--- config.mk ---
export PLATFORM = sky130hd
export DESIGN_NAME = commit_trace_fifo
export DESIGN_NICKNAME = d
export VERILOG_FILES = /design/src/rtl/commit_trace_fifo.sv
export SDC_FILE = /design/constraint.sdc
export NUM_CORES = 1
export LEC_CHECK = 0
export CORE_ASPECT_RATIO = 1.1
export CORE_MARGIN = 5
export CORE_UTILIZATION = 58
export CTS_CLUSTER_DIAMETER = 200
export CTS_CLUSTER_SIZE = 10
export DETAILED_ROUTE_END_ITERATION = 12
export MAX_ROUTING_LAYER = met4
export PLACE_DENSITY = 0.84
export RECOVER_POWER = 25
export SLEW_MARGIN = 20
export SYNTH_ARGS = -nofsm -noshare
export SYNTH_HDL_FRONTEND = slang
export SYNTH_SLANG_ARGS = --single-unit
--- constraint.sdc ---
create_clock -name clk -period 16.3 [get_ports clk]
set_clock_uncertainty 0.2 [all_clocks]
set_input_delay 4.075 -clock clk [delete_from_list [all_inputs] [get_ports clk]]
set_output_delay 4.075 -clock clk [all_outputs]
set_load 0.01 [all_outputs]
--- src/rtl/commit_trace_fifo.sv ---
`default_nettype none
// ============================================================================
//  Module      : commit_trace_fifo
//  Description : Captures core commit activity into a small trace FIFO.
//
//                Each clock edge, the module forms three flags from the
//                core's commit strobes:
//                  - regw : register-file write to a register other than x0
//                  - memw : data-memory store
//                  - memr : data-memory load
//                When tracing is enabled and any flag is set, it stamps one
//                record with the free-running cycle counter and pushes it.
//
//                The consumer sees the head record through a valid/ready
//                handshake. Records that arrive while the FIFO is full, and
//                no pop happens on that edge, are dropped and counted.
//
//  Ports       : clk, reset      - clock, synchronous active-high reset
//                trace_en        - capture enable
//                reg_write_sig, reg_num, reg_data
//                                - register write-back tap
//                wr, rd, addr, wr_data, rd_data
//                                - data-memory tap
//                t_ready / t_valid / t_* fields
//                                - head-record handshake
//                level           - current entry count
//                drop_count      - records lost to overflow (saturating)
//
//  Revision    : 1.0 - initial release
// ============================================================================
module commit_trace_fifo #(
    parameter int DATA_W = 32,
    parameter int DEPTH  = 8
) (
    input  logic                     clk,
    input  logic                     reset,
    input  logic                     trace_en,
    input  logic                     reg_write_sig,
    input  logic [4:0]               reg_num,
    input  logic [DATA_W-1:0]        reg_data,
    input  logic                     wr,
    input  logic                     rd,
    input  logic [8:0]               addr,
    input  logic [DATA_W-1:0]        wr_data,
    input  logic [DATA_W-1:0]        rd_data,
    input  logic                     t_ready,
    output logic                     t_valid,
    output logic [2:0]               t_flags,
    output logic [15:0]              t_cycle,
    output logic [4:0]               t_reg_num,
    output logic [DATA_W-1:0]        t_reg_data,
    output logic [8:0]               t_addr,
    output logic [DATA_W-1:0]        t_mem_data,
    output logic [$clog2(DEPTH):0]   level,
    output logic [15:0]              drop_count
);

    localparam int c_PTR_W = $clog2(DEPTH);
    localparam int c_LVL_W = c_PTR_W + 1;

    localparam logic [c_LVL_W-1:0] c_LVL_FULL  = c_LVL_W'(DEPTH);
    localparam logic [c_LVL_W-1:0] c_LVL_EMPTY = '0;
    localparam logic [c_LVL_W-1:0] c_LVL_ONE   = c_LVL_W'(1);
    localparam logic [c_PTR_W-1:0] c_PTR_ONE   = c_PTR_W'(1);
    localparam logic [15:0]        c_DROP_MAX  = 16'hFFFF;

    // ------------------------------------------------------------------
    // State
    // ------------------------------------------------------------------
    logic [15:0]        r_cycle;
    logic [15:0]        r_drop;
    logic [c_LVL_W-1:0] r_level;
    logic [c_PTR_W-1:0] r_wr_ptr;
    logic [c_PTR_W-1:0] r_rd_ptr;

    // Record storage, one array per field. It is never reset: the level
    // and pointers alone decide which entries are meaningful.
    logic [2:0]         r_mem_flags    [DEPTH];
    logic [15:0]        r_mem_cycle    [DEPTH];
    logic [4:0]         r_mem_reg_num  [DEPTH];
    logic [DATA_W-1:0]  r_mem_reg_data [DEPTH];
    logic [8:0]         r_mem_addr     [DEPTH];
    logic [DATA_W-1:0]  r_mem_data     [DEPTH];

    // ------------------------------------------------------------------
    // Capture decode
    // ------------------------------------------------------------------
    logic              w_regw;
    logic [2:0]        w_flags;
    logic              w_event;
    logic [DATA_W-1:0] w_mem_data;
    logic              w_full;
    logic              w_pop;
    logic              w_push;
    logic              w_drop;

    // Writes to x0 are architecturally invisible, so they are not traced.
    assign w_regw  = reg_write_sig && (reg_num != 5'd0);
    assign w_flags = {rd, wr, w_regw};
    assign w_event = trace_en && (w_flags != 3'b000);

    // A store takes priority on the shared data field. When a load and a
    // store happen together, both flags stay set in the record.
    assign w_mem_data = wr ? wr_data : rd_data;

    assign w_full = (r_level == c_LVL_FULL);

    // Nothing is pushed or popped on a reset edge.
    assign w_pop  = !reset && t_valid && t_ready;

    // When full, a pop on the same edge frees the slot the new record needs.
    assign w_push = !reset && w_event && (!w_full || w_pop);
    assign w_drop = !reset && w_event && w_full && !w_pop;

    // ------------------------------------------------------------------
    // Control state
    // ------------------------------------------------------------------
    always_ff @(posedge clk) begin
        if (reset) begin
            r_cycle  <= 16'd0;
            r_drop   <= 16'd0;
            r_level  <= c_LVL_EMPTY;
            r_wr_ptr <= '0;
            r_rd_ptr <= '0;
        end else begin
            // Free-running stamp. It wraps naturally at 16 bits and does
            // not depend on trace_en.
            r_cycle <= r_cycle + 16'd1;

            if (w_drop && (r_drop != c_DROP_MAX)) begin
                r_drop <= r_drop + 16'd1;
            end

            // DEPTH is a power of two, so pointer overflow wraps modulo DEPTH.
            if (w_push) begin
                r_wr_ptr <= r_wr_ptr + c_PTR_ONE;
            end
            if (w_pop) begin
                r_rd_ptr <= r_rd_ptr + c_PTR_ONE;
            end

            case ({w_push, w_pop})
                2'b10:   r_level <= r_level + c_LVL_ONE;
                2'b01:   r_level <= r_level - c_LVL_ONE;
                default: r_level <= r_level;
            endcase
        end
    end

    // ------------------------------------------------------------------
    // Record storage write
    // ------------------------------------------------------------------
    always_ff @(posedge clk) begin
        if (w_push) begin
            r_mem_flags[r_wr_ptr]    <= w_flags;
            r_mem_cycle[r_wr_ptr]    <= r_cycle;
            r_mem_reg_num[r_wr_ptr]  <= reg_num;
            r_mem_reg_data[r_wr_ptr] <= reg_data;
            r_mem_addr[r_wr_ptr]     <= addr;
            r_mem_data[r_wr_ptr]     <= w_mem_data;
        end
    end

    // ------------------------------------------------------------------
    // Head presentation
    // ------------------------------------------------------------------
    // The head is read straight from storage. Its fields stay stable while
    // the consumer stalls, because the read pointer only moves on a pop.
    assign t_valid    = (r_level != c_LVL_EMPTY);
    assign t_flags    = r_mem_flags[r_rd_ptr];
    assign t_cycle    = r_mem_cycle[r_rd_ptr];
    assign t_reg_num  = r_mem_reg_num[r_rd_ptr];
    assign t_reg_data = r_mem_reg_data[r_rd_ptr];
    assign t_addr     = r_mem_addr[r_rd_ptr];
    assign t_mem_data = r_mem_data[r_rd_ptr];

    assign level      = r_level;
    assign drop_count = r_drop;

endmodule
`default_nettype wire

==> metrics.cfg <==
[worst_setup_path]
worstPathRequired_ns = 16.34
r2r-start = level[1]$_SDFFE_PP0P_
cp-start-kind = primary input
endpoint_kind = register
r2r_end = r_mem_reg_data[3][21]$_DFFE_PP_
startpoint = wr
arrival_ns = 9.66
r2r_slack_ns = 12.26
cp_max_fo = 58
crit_type = in2reg
ff2ff_path_depth = 7
critPathCapture = r_mem_reg_data[3][21]$_DFFE_PP_

[route]
firstDrtPassIters = 5
via_count = 15500
drtAntennaViolNets = 0
drt_iter0_markers = 1711
drt_wl_total_um = 70700
wl_per_cell_um = 28.7
viasPerCell = 6.27
drcViolationCount = 0

[power]
power_frac_comb_pct = 20.8
vdd_drop_max_mv = 0.0958
p_leak_uw = 0.0116
powerDensity_nw_per_um2 = 143
internal-power_uw = 4030
switching_power_uw = 1300
pwr-share-clk_pct = 34.2
p_seq_share_pct = 44.9
netSwitchingFraction_pct = 24.4

[yosys]
syn-mean-instance-area_um2 = 22.4
synth_edf_count = 776
synth.distinct_cells = 41
synth_cells = 1407
ys_seq_area_share_pct = 76.8
synth.yosys.warnings = 0
syn_nets = 1531
async_flop_share_pct = 0
netlist_area_um2 = 31500
synth_seq_cells = 821
synth_ff_type = edfxtp_1

[clock_network]
h-tree-depth = 3
clockRootBuffer = clkbuf_16
cts_tree = done
clock_sinks = 821
clk_path_buf_depth = 3
postCtsSetupBuffers = 0
cts_buffers = 92
path_clk_slew_ns = 0.05
holdBufCountCts = 0
clk_latency_ns = 0.63
cts_resized = 0

[sta]
hold_viol_final = 0
finalCritPeriodShare_pct = 59.0
final_max_slew_viol_count = 43
setup_viol = 0
period_needed_ns = 9.61
fin_ws_ns = 6.69
timing.setup.tns_ns = 0
tightest_slew_ns = 2.51
relSlewSlack_pct = -67.0
rsz0062_at_grt = false
clock.fmax_mhz = 104

[cells_and_area]
fin_nets = 1817
fill_cells = 3038
syn_to_final_growth_pct = 18.5
layout-drive-gt1-share_pct = 27.0
stdcell_count = 2467

[placement]
io_buffers = 234
hpwlAfterDp_um = 35800
gp_congestion = 0.772
dpl_worst_slack_ns = 7.41
dp.cells = 2326

[grt]
grt_pass1_wl_um = 106000
grt_use_total_pct = 25.1
grt_max_degree = 168
antenna_found_initial = 9
grt_pass1_vias = 16500
overflow = 0

[flow_run]
cap_violations = 1

[floorplanning]
die_y_um = 254
io_pins = 235
die-area_um2 = 59100
coreArea_um2 = 53700
rows = 89
start_util_pct = 58.7
die_w_um = 232

[status]
outcome = finished, violations left
violations = max-capacitance violations, max-slew violations

[worst_hold_path]
hold_path_class = reg2reg

cells in the final DEF (no fill, tap or decap), types with 2 or more instances in the layout:
cell type        netlist  routed
a21oi_1               17      17
a31o_2                 2       2
and2_1                 2       2
and3_1                 5       5
and4_1                 2       2
buf_4                  1      22
clkbuf_1              45      31
clkbuf_16              0      95
clkdlybuf4s50_1        0     195
dfxtp_1               45      42
dfxtp_4                0       3
diode_2                0      10
dlygate4sd3_1          0      38
edfxtp_1             776     776
ha_1                   6       6
inv_1                 10      10
inv_6                  0       4
mux2_2               130     130
mux2i_1                4       4
mux4_2               194     194
nand2_1               19      19
nand3_1               11      11
nand3b_1               2       2
nand4_1                8       8
nor2_1                33      32
nor3_1                 9       5
nor3_2                 0       4
nor4_2                 0       2
o21ai_0                6       6
o31ai_1                8       8
or3_1                  8       8
or4_1                  8       8
xnor2_1               10      10
xor2_1                10      10
stage by stage:
step           cell area [um^2]  utilization, %  hold WS (ns)  total power (uW)
2_1_floorplan             31500               -         0.254              3130
3_3_place_gp              34700            64.7         0.256              3520
3_5_place_dp              34700            64.7         0.278              3530
4_1_cts                   37300            69.4         0.287              5370
5_1_grt                   37300            69.5         0.308              5530
6_report                  37300            69.5         0.283              5330
flip-flops by register name, indices dropped and copies added (netlist names), named ones only:
signal          count
r_mem_addr         72
r_cycle            16
r_mem_cycle       128
drop_count         16
level               4
r_mem_reg_data    256
r_mem_data        256
r_rd_ptr            3
r_wr_ptr            3
r_mem_reg_num      40
r_mem_flags        24
per-layer routing:
layer	vias to the layer above	part of all wire, %	wire, um	GRT usage [%]
li1	6430	-	-	-
met2	814	51	36100	40.0
met1	8090	38	27000	33.1
met4	0	3.1	2170	8.91
met3	134	7.8	5540	4.99
met5	-	0	0	-
critical path: stages:
cell,delay (ns)
buf_2,0.07
clkbuf_1,1.76
o31ai_1,0.24
a31oi_2,0.75
and3_1,0.40
nand2_1,0.22
nor3b_2,0.57
buf_4,0.61
buf_4,0.88
how the worst min path moves through the flow:
stage	slack, ns	depth (start not counted)	startpoint	end
after global placement	0.26	2	r_rd_ptr[1]$_SDFFE_PP0N_	register
after global routing	0.31	2	r_rd_ptr[1]$_SDFFE_PP0N_	register
after detailed placement	0.28	2	r_rd_ptr[1]$_SDFFE_PP0N_	register
after floorplan	0.25	2	r_rd_ptr[1]$_SDFFE_PP0N_	register
final	0.28	2	r_rd_ptr[1]$_SDFFE_PP0N_	register
after CTS	0.29	2	r_rd_ptr[1]$_SDFFE_PP0N_	register
kinds of logic after synthesis:
family / count (synthesis) / share of synthesized area (%)
buffers and inverters: 78 / 1.02
multiplexers: 328 / 18.6
AND/OR/NAND/NOR: 114 / 1.89
XOR/XNOR: 20 / 0.556
AO/OA/AOI/OAI: 39 / 0.774
adder cells (fa/ha/maj): 7 / 0.302
flip-flops: 821 / 76.8
power groups by stage:
stage	Clock [uW]	Sequential (uW)	Combinational, uW
final	1820	2390	1110
after global routing	1950	2400	1180
after CTS	1850	2420	1100
after detailed placement	0	2460	1080
after global placement	0	2450	1060
after floorplan	0	2420	717
area by class of cell:
type | instances | area, um^2 | share of cell area (%)
antenna | 10 | 25.0 | 0.0670
clock inverter | 5 | 55.1 | 0.147
multi-input combinational | 508 | 7030 | 18.8
clock buffer | 125 | 2490 | 6.67
tap | 728 | 911 | 2.44
inverter | 10 | 37.5 | 0.101
sequential | 821 | 24200 | 64.9
timing repair buffer | 260 | 2560 | 6.87
cells in the mapped netlist, drive strengths merged, types with 2 or more instances:
| master | count | area, um^2 |
|---|---|---|
| edfxtp | 776 | 23300 |
| mux4 | 194 | 4370 |
| mux2 | 130 | 1460 |
| clkbuf | 45 | 169 |
| dfxtp | 45 | 901 |
| nor2 | 33 | 124 |
| buf | 23 | 114 |
| nand2 | 19 | 71.3 |
| a21oi | 17 | 85.1 |
| nand3 | 12 | 65.1 |
| inv | 10 | 37.5 |
| xnor2 | 10 | 87.6 |
| xor2 | 10 | 87.6 |
| nor3 | 9 | 45.0 |
| nand4 | 8 | 50.1 |
| o31ai | 8 | 60.1 |
| or3 | 8 | 50.1 |
| or4 | 8 | 60.1 |
| ha | 6 | 75.1 |
| o21ai | 6 | 30.0 |
| and3 | 5 | 31.3 |
| mux2i | 4 | 40.0 |
| nor4 | 3 | 33.8 |
| a31o | 2 | 17.5 |
| and2 | 2 | 12.5 |
| and4 | 2 | 17.5 |
| nand3b | 2 | 15.0 |
Power figures use the tool's default switching activity.
